[src/rtl/power_sample_ctrl.sv]
// power_sample_ctrl: periodic sampler for an external I2C read engine.
// Waits INTERVAL cycles, pulses GO for GO_CYC cycles, then follows the
// engine's END_OK handshake (high->low->high) with a TMO-cycle watchdog in
// both handshake phases. Each captured word updates SAMPLE, and every
// 2^AVG_LOG2 captures produce a truncated average on AVG.
//
// Optional feature: define PSC_MINMAX_EN to track the minimum and maximum of
// each averaging window (MIN/MAX load together with AVG_VLD). When it is not
// defined, MIN and MAX are tied to zero.
//
// Ports:
//   PT_CK        clock, rising edge
//   RESET_N      asynchronous active-low reset
//   EN           run enable for periodic sampling
//   END_OK       engine idle/finished flag (high = idle)
//   DATA16       engine read word, valid while END_OK high after a read
//   GO           read request to the engine
//   SAMPLE       last raw word          SAMPLE_VLD  one-cycle update pulse
//   AVG          window average         AVG_VLD     one-cycle update pulse
//   MIN/MAX      extremes of the last completed window
//   TIMEOUT_ERR  sticky handshake-timeout flag
//   ST           current state encoding
module power_sample_ctrl #(
  parameter int AVG_LOG2 = 3,
  parameter int INTERVAL = 1000,
  parameter int GO_CYC   = 4,
  parameter int TMO      = 4095
) (
  input  logic        PT_CK,
  input  logic        RESET_N,
  input  logic        EN,
  input  logic        END_OK,
  input  logic [15:0] DATA16,
  output logic        GO,
  output logic [15:0] SAMPLE,
  output logic        SAMPLE_VLD,
  output logic [15:0] AVG,
  output logic        AVG_VLD,
  output logic [15:0] MIN,
  output logic [15:0] MAX,
  output logic        TIMEOUT_ERR,
  output logic [2:0]  ST
);

  localparam int ACCW    = 16 + AVG_LOG2;
  localparam int CNTW    = AVG_LOG2 + 1;
  localparam int DLY_MAX = (INTERVAL > GO_CYC) ? INTERVAL : GO_CYC;
  localparam int DW      = $clog2(DLY_MAX + 1);
  localparam int TW      = $clog2(TMO + 1);

  typedef enum logic [2:0] {
    S_IDLE = 3'd0, S_WAIT = 3'd1, S_GO = 3'd2,
    S_REL  = 3'd3, S_BUSY = 3'd4, S_CAP = 3'd5
  } state_t;

  state_t            state_q, state_d;
  logic [DW-1:0]     dly_q, dly_d;
  logic [TW-1:0]     tmo_q, tmo_d;
  logic              err_q, err_d;
  logic [ACCW-1:0]   acc_q, acc_d;
  logic [CNTW-1:0]   cnt_q, cnt_d;
  logic [15:0]       sample_q, sample_d;
  logic              svld_q, svld_d;
  logic [15:0]       avg_q, avg_d;
  logic              avld_q, avld_d;

  logic [ACCW-1:0]   acc_sum;
  logic [CNTW-1:0]   cnt_inc;
  logic              win_done;
  logic              tmo_hit;

  assign acc_sum  = acc_q + ACCW'(DATA16);
  assign cnt_inc  = cnt_q + CNTW'(1);
  assign win_done = (cnt_inc == CNTW'(2 ** AVG_LOG2));
  // Watchdog expires only if the awaited END_OK edge has not arrived; in BUSY
  // a coincident END_OK rise wins and the conversion completes.
  assign tmo_hit  = (tmo_q == TW'(TMO - 1)) &&
                    (((state_q == S_REL) && END_OK) || ((state_q == S_BUSY) && !END_OK));

  always_ff @(posedge PT_CK or negedge RESET_N) begin
    if (!RESET_N) begin
      state_q  <= S_IDLE;
      dly_q    <= '0;
      tmo_q    <= '0;
      err_q    <= 1'b0;
      acc_q    <= '0;
      cnt_q    <= '0;
      sample_q <= '0;
      svld_q   <= 1'b0;
      avg_q    <= '0;
      avld_q   <= 1'b0;
    end else begin
      state_q  <= state_d;
      dly_q    <= dly_d;
      tmo_q    <= tmo_d;
      err_q    <= err_d;
      acc_q    <= acc_d;
      cnt_q    <= cnt_d;
      sample_q <= sample_d;
      svld_q   <= svld_d;
      avg_q    <= avg_d;
      avld_q   <= avld_d;
    end
  end

  always_comb begin
    state_d  = state_q;
    dly_d    = dly_q;
    tmo_d    = tmo_q;
    err_d    = err_q;
    acc_d    = acc_q;
    cnt_d    = cnt_q;
    sample_d = sample_q;
    svld_d   = 1'b0;
    avg_d    = avg_q;
    avld_d   = 1'b0;
    case (state_q)
      S_IDLE: begin
        if (!EN) err_d = 1'b0;
        if (EN && END_OK) begin
          dly_d   = DW'(INTERVAL - 1);
          state_d = S_WAIT;
        end
      end
      S_WAIT: begin
        if (!EN) state_d = S_IDLE;
        else if (dly_q == '0) begin
          dly_d   = DW'(GO_CYC - 1);
          state_d = S_GO;
        end else dly_d = dly_q - DW'(1);
      end
      S_GO: begin
        if (dly_q == '0) begin
          tmo_d   = '0;
          state_d = S_REL;
        end else dly_d = dly_q - DW'(1);
      end
      S_REL, S_BUSY: begin
        if ((state_q == S_REL) && !END_OK) begin
          tmo_d   = '0;
          state_d = S_BUSY;
        end else if ((state_q == S_BUSY) && END_OK) begin
          state_d = S_CAP;
        end else if (tmo_hit) begin
          err_d   = 1'b1;
          acc_d   = '0;
          cnt_d   = '0;
          state_d = S_IDLE;
        end else tmo_d = tmo_q + TW'(1);
      end
      S_CAP: begin
        sample_d = DATA16;
        svld_d   = 1'b1;
        if (win_done) begin
          avg_d  = acc_sum[ACCW-1:AVG_LOG2];
          avld_d = 1'b1;
          acc_d  = '0;
          cnt_d  = '0;
        end else begin
          acc_d  = acc_sum;
          cnt_d  = cnt_inc;
        end
        if (EN) begin
          dly_d   = DW'(INTERVAL - 1);
          state_d = S_WAIT;
        end else begin
          acc_d   = '0;
          cnt_d   = '0;
          state_d = S_IDLE;
        end
      end
      default: state_d = S_IDLE;
    endcase
  end

`ifdef PSC_MINMAX_EN
  logic [15:0] wmin_q, wmin_d, wmax_q, wmax_d;
  logic [15:0] min_q, min_d, max_q, max_d;
  logic [15:0] smin, smax;
  logic        win_drop;

  assign smin     = (DATA16 < wmin_q) ? DATA16 : wmin_q;
  assign smax     = (DATA16 > wmax_q) ? DATA16 : wmax_q;
  assign win_drop = tmo_hit || ((state_q == S_CAP) && !EN);

  always_ff @(posedge PT_CK or negedge RESET_N) begin
    if (!RESET_N) begin
      wmin_q <= 16'hFFFF;
      wmax_q <= 16'h0000;
      min_q  <= '0;
      max_q  <= '0;
    end else begin
      wmin_q <= wmin_d;
      wmax_q <= wmax_d;
      min_q  <= min_d;
      max_q  <= max_d;
    end
  end

  always_comb begin
    wmin_d = wmin_q;
    wmax_d = wmax_q;
    min_d  = min_q;
    max_d  = max_q;
    if (state_q == S_CAP) begin
      if (win_done) begin
        min_d  = smin;
        max_d  = smax;
        wmin_d = 16'hFFFF;
        wmax_d = 16'h0000;
      end else begin
        wmin_d = smin;
        wmax_d = smax;
      end
    end
    if (win_drop) begin
      wmin_d = 16'hFFFF;
      wmax_d = 16'h0000;
    end
  end

  assign MIN = min_q;
  assign MAX = max_q;
`else
  assign MIN = '0;
  assign MAX = '0;
`endif

  assign GO          = (state_q == S_GO);
  assign SAMPLE      = sample_q;
  assign SAMPLE_VLD  = svld_q;
  assign AVG         = avg_q;
  assign AVG_VLD     = avld_q;
  assign TIMEOUT_ERR = err_q;
  assign ST          = state_q;

endmodule

[config.mk]
export PLATFORM = sky130hd
export DESIGN_NAME = power_sample_ctrl
export DESIGN_NICKNAME = d
export VERILOG_FILES = /design/src/rtl/power_sample_ctrl.sv
export SDC_FILE = /design/constraint.sdc
export NUM_CORES = 1
export LEC_CHECK = 0
export CAP_MARGIN = 30
export CORE_UTILIZATION = 55
export DETAILED_ROUTE_END_ITERATION = 10
export PLACE_DENSITY = 0.86
export SLEW_MARGIN = 30
export SYNTH_ARGS = -nofsm -noshare
export SYNTH_HDL_FRONTEND = slang
export SYNTH_SLANG_ARGS = --single-unit
[constraint.sdc]
create_clock -name PT_CK -period 5.54 [get_ports PT_CK]
set_input_delay 1.662 -clock PT_CK [delete_from_list [all_inputs] [get_ports PT_CK]]
set_output_delay 1.662 -clock PT_CK [all_outputs]
set_load 0.02 [all_outputs]
==> impl_metrics.csv <==
group,metric,value,unit
run_status,outcome,"finished, final reports clean",
placed_design,dp_hpwl,7.645,mm
routing,dr.pass1.iters,4,
clock_tree,clkSlewWorstSetupHoldPaths,0.08,ns
clock_tree,cts-root-buf,"clkbuf_8",
die,coreArea,8721,um^2
grt,grt_pass1_wl,18.29,mm
timing,slew_viol_final,0,
hold_path,hp-class,"flop to flop",
yosys,synth_edf_count,0,
pwr,seqPwrFrac,37.3,%
final_layout,drive_gt1_share,6.633,%
yosys,synth_warnings,0,
clock_tree,clock_latency,0.36,ns
pwr,internal_power,1.434,mW
grt,grt_max_degree,84,
routing,routed_via_density,5.833,
timing,fin_ws,1.458,ns
timing,relSlewSlack,47.21,%
clock_tree,cts.sinks,83,
critical_path,crit_arrival,4.32,ns
timing,max_freq,245.0,MHz
yosys,ys_types,66,
grt,antenna_found_initial,0,
final_layout,finalNetCount,627,
grt,grt_usage,23.78,%
pwr,p_per_area,435.5,nW/um^2
yosys,async_flop_share,100.0,%
pwr,power_leakage,2.522,nW
yosys,synth-seq-cells,83,
routing,final_antenna_net_count,0,
grt,busiest_layer,"met2",
routing,num_vias,4060,
critical_path,worstSetupPathType,"primary input to flop",
die,die_area,9366,um^2
pwr,swShare,41.55,%
yosys,syn_avg_cell_area,9.235,um^2
die,dieHeight,96.78,um
final_layout,diodes,0,
timing,tns,0,ns
critical_path,cp_max_fo,5,
pwr,pwr-share-clk,17.0,%
critical_path,cp-end-kind,"flop",
routing,wl_per_cell,15.48,um
grt,met1_usage,30.99,%
die,initial_utilization,56.66,%
timing,final-hold-violation-count,0,
placed_design,io_buffers,58,
timing,worst_pin_slew,0.7896,ns
clock_tree,hold_buffers,0,
yosys,syn-cell-area,4941,um^2
yosys,syn_inst,535,
timing,final-setup-viol-count,0,
grt,overflow,0,
critical_path,worstPathRequired,5.78,ns
routing,drc_errors,0,
grt,grt_use_met2,39.65,%
timing,finClkSkew,0.01056,ns
yosys,seq_area_frac_synth,42.04,%
final_layout,syn_to_final_growth,14.00,%
clock_tree,ctsResizeCount,0,
die,die_x,96.78,um
critical_path,startpoint_type,"primary input",
timing,fin_crit_sh,73.68,%
run,max-cap-violations,0,
grt,globalRouteMet3Util,3.468,%
pwr,ir_drop,323.1,uV
placed_design,gp_congestion,0.9158,
timing,rsz0062_at_grt,"false",
die,pin_count,91,
routing,routed_wl,10.78,mm
pwr,pwr-share-comb,45.6,%
clock_tree,cts_buffers,9,
clock_tree,htreeDepth,3,
clock_tree,cts_tree,"yes",
die,rows,34,
grt,grt_pass1_vias,3905,
clock_tree,cts_setup_buffers,0,
clock_tree,cts_buffer_depth,2,
pwr,switching_power,1.019,mW
routing,first_iter_violations,147,
timing,finalCriticalPeriod,4.082,ns
yosys,synth_flop_cell,"dfrtp_1",
placed_design,preCtsSetupSlack,1.116,ns
==> worst paths after layout <==
kind | startpoint | end | slack (ns) | cells after the start
worst min-delay path | SAMPLE[2]$_DFFE_PN0P_ | SAMPLE[2]$_DFFE_PN0P_ | 0.48 | 2
max in group asynchronous | RESET_N | dly_q[0]$_DFFE_PN0P_ | 3.71 | 1
min in group asynchronous | RESET_N | AVG[4]$_DFFE_PN0P_ | 1.34 | 1
worst min register to register | SAMPLE[2]$_DFFE_PN0P_ | SAMPLE[2]$_DFFE_PN0P_ | 0.48 | 2
worst max register to register | ST[2]$_DFFE_PN0P_ | AVG[11]$_DFFE_PN0P_ | 1.73 | 6
worst max-delay path | DATA16[0] | AVG[11]$_DFFE_PN0P_ | 1.46 | 9
==> cells in the mapped netlist (3+ instances only) <==
cell type,count,area [um^2]
nand2_1,94,352.8
dfrtp_1,83,2077
buf_4,32,240.2
o21ai_0,31,155.2
nor2_1,30,112.6
a21oi_1,24,120.1
ha_1,22,275.3
a22o_1,21,183.9
nand3_1,19,95.09
clkbuf_1,15,56.30
xnor2_1,11,96.34
xor2_1,10,87.58
inv_1,9,33.78
mux2_2,9,101.4
nand4_1,9,56.30
nor3_1,9,45.04
o21a_1,9,67.56
a31oi_1,8,50.05
o31ai_1,6,45.04
a211oi_1,5,37.54
a21o_1,5,37.54
and3_1,4,25.02
nand4b_1,4,35.03
or3_1,4,25.02
and2_1,3,18.77
nand2b_1,3,18.77
nor3b_1,3,22.52
nor4_1,3,18.77
o21bai_1,3,22.52
or4_1,3,22.52
==> through the flow <==
| step | area, um^2 | total power [mW] | std cells | utilization (%) | hold slack, ns |
|---|---|---|---|---|---|
| final | 5633 | 2.453 | 696 | 64.59 | 0.4823 |
| after global routing | 5633 | 2.626 | 696 | 64.59 | 0.5138 |
| after CTS | 5628 | 2.453 | 695 | 64.53 | 0.4886 |
| after detailed placement | 5445 | 2.033 | 680 | 62.44 | 0.4672 |
| after global placement | 5441 | 1.977 | 680 | 62.40 | 0.4558 |
| after floorplan | 5057 | 1.705 | 566 | - | 0.4538 |
==> layout make-up <==
class                   count  area (um^2)
fillers                   726         3088
multi-input cells         421         2610
flip-flops and latches     83         2077
repair buffers             60        594.3
well taps                 108        135.1
clock buffers              10        127.6
clock inverters             5        55.05
inverters                   9        33.78
==> critical path, stage by stage <==
cell	delay (ns)
clkdlybuf4s50_1	0.42
ha_1	0.25
fa_1	0.44
a211oi_1	0.27
o31a_2	0.24
a211oi_1	0.09
a2111oi_0	0.51
xnor2_1	0.14
mux2_2	0.29
==> layer usage <==
metal  wire, um  share of wire, %
met1       4810                45
met2       5315                49
met3        473               4.4
met4        175               1.6
met5          0                 0
==> power groups by stage <==
| stage | Sequential (mW) | Clock [mW] | Combinational [mW] |
|---|---|---|---|
| after global placement | 0.912 | 0 | 1.07 |
| after CTS | 0.913 | 0.424 | 1.12 |
| after detailed placement | 0.922 | 0 | 1.11 |
| after global routing | 0.939 | 0.449 | 1.24 |
| final | 0.916 | 0.418 | 1.12 |
| after floorplan | 0.959 | 0 | 0.747 |
==> cell families after synthesis <==
| family | share of synthesized area, % |
|---|---|
| simple gates | 19.63 |
| buf+inv | 7.495 |
| xor+xnor | 3.722 |
| other cells | 0.07590 |
| compound gates | 19.02 |
| fa+ha+maj | 5.976 |
| flops | 42.04 |
| mux | 2.051 |
==> registers in the layout, summed over array words and instances (netlist names) <==
register,count
AVG,16
AVG_VLD,1
SAMPLE,16
SAMPLE_VLD,1
ST,3
TIMEOUT_ERR,1
acc_q,19
cnt_q,4
dly_q,10
tmo_q,12
==> placed cells by master, fill, tap and decap left out, types with 3 or more instances in the layout <==
cell	synthesis	final
xor2_1	10	10
a211oi_1	5	5
clkdlybuf4s50_1	0	57
nor3_1	9	9
o31ai_1	6	6
or4_1	3	3
nand3_1	19	19
a22o_1	21	21
mux2_2	9	9
ha_1	22	22
and3_1	4	4
o21a_1	9	9
a31oi_1	8	8
nand4_1	9	9
a21o_1	5	5
o21bai_1	3	3
or3_1	4	4
dfrtp_1	83	83
nand2b_1	3	3
nand2_1	94	94
and2_1	3	3
nor2_1	30	30
xnor2_1	11	11
a21oi_1	24	24
conb_1	1	32
inv_1	9	9
o21ai_0	31	31
nand4b_1	4	4
nor4_1	3	3
clkbuf_8	0	9
nor3b_1	3	3
No activity file was read; power rests on OpenSTA's default activity.
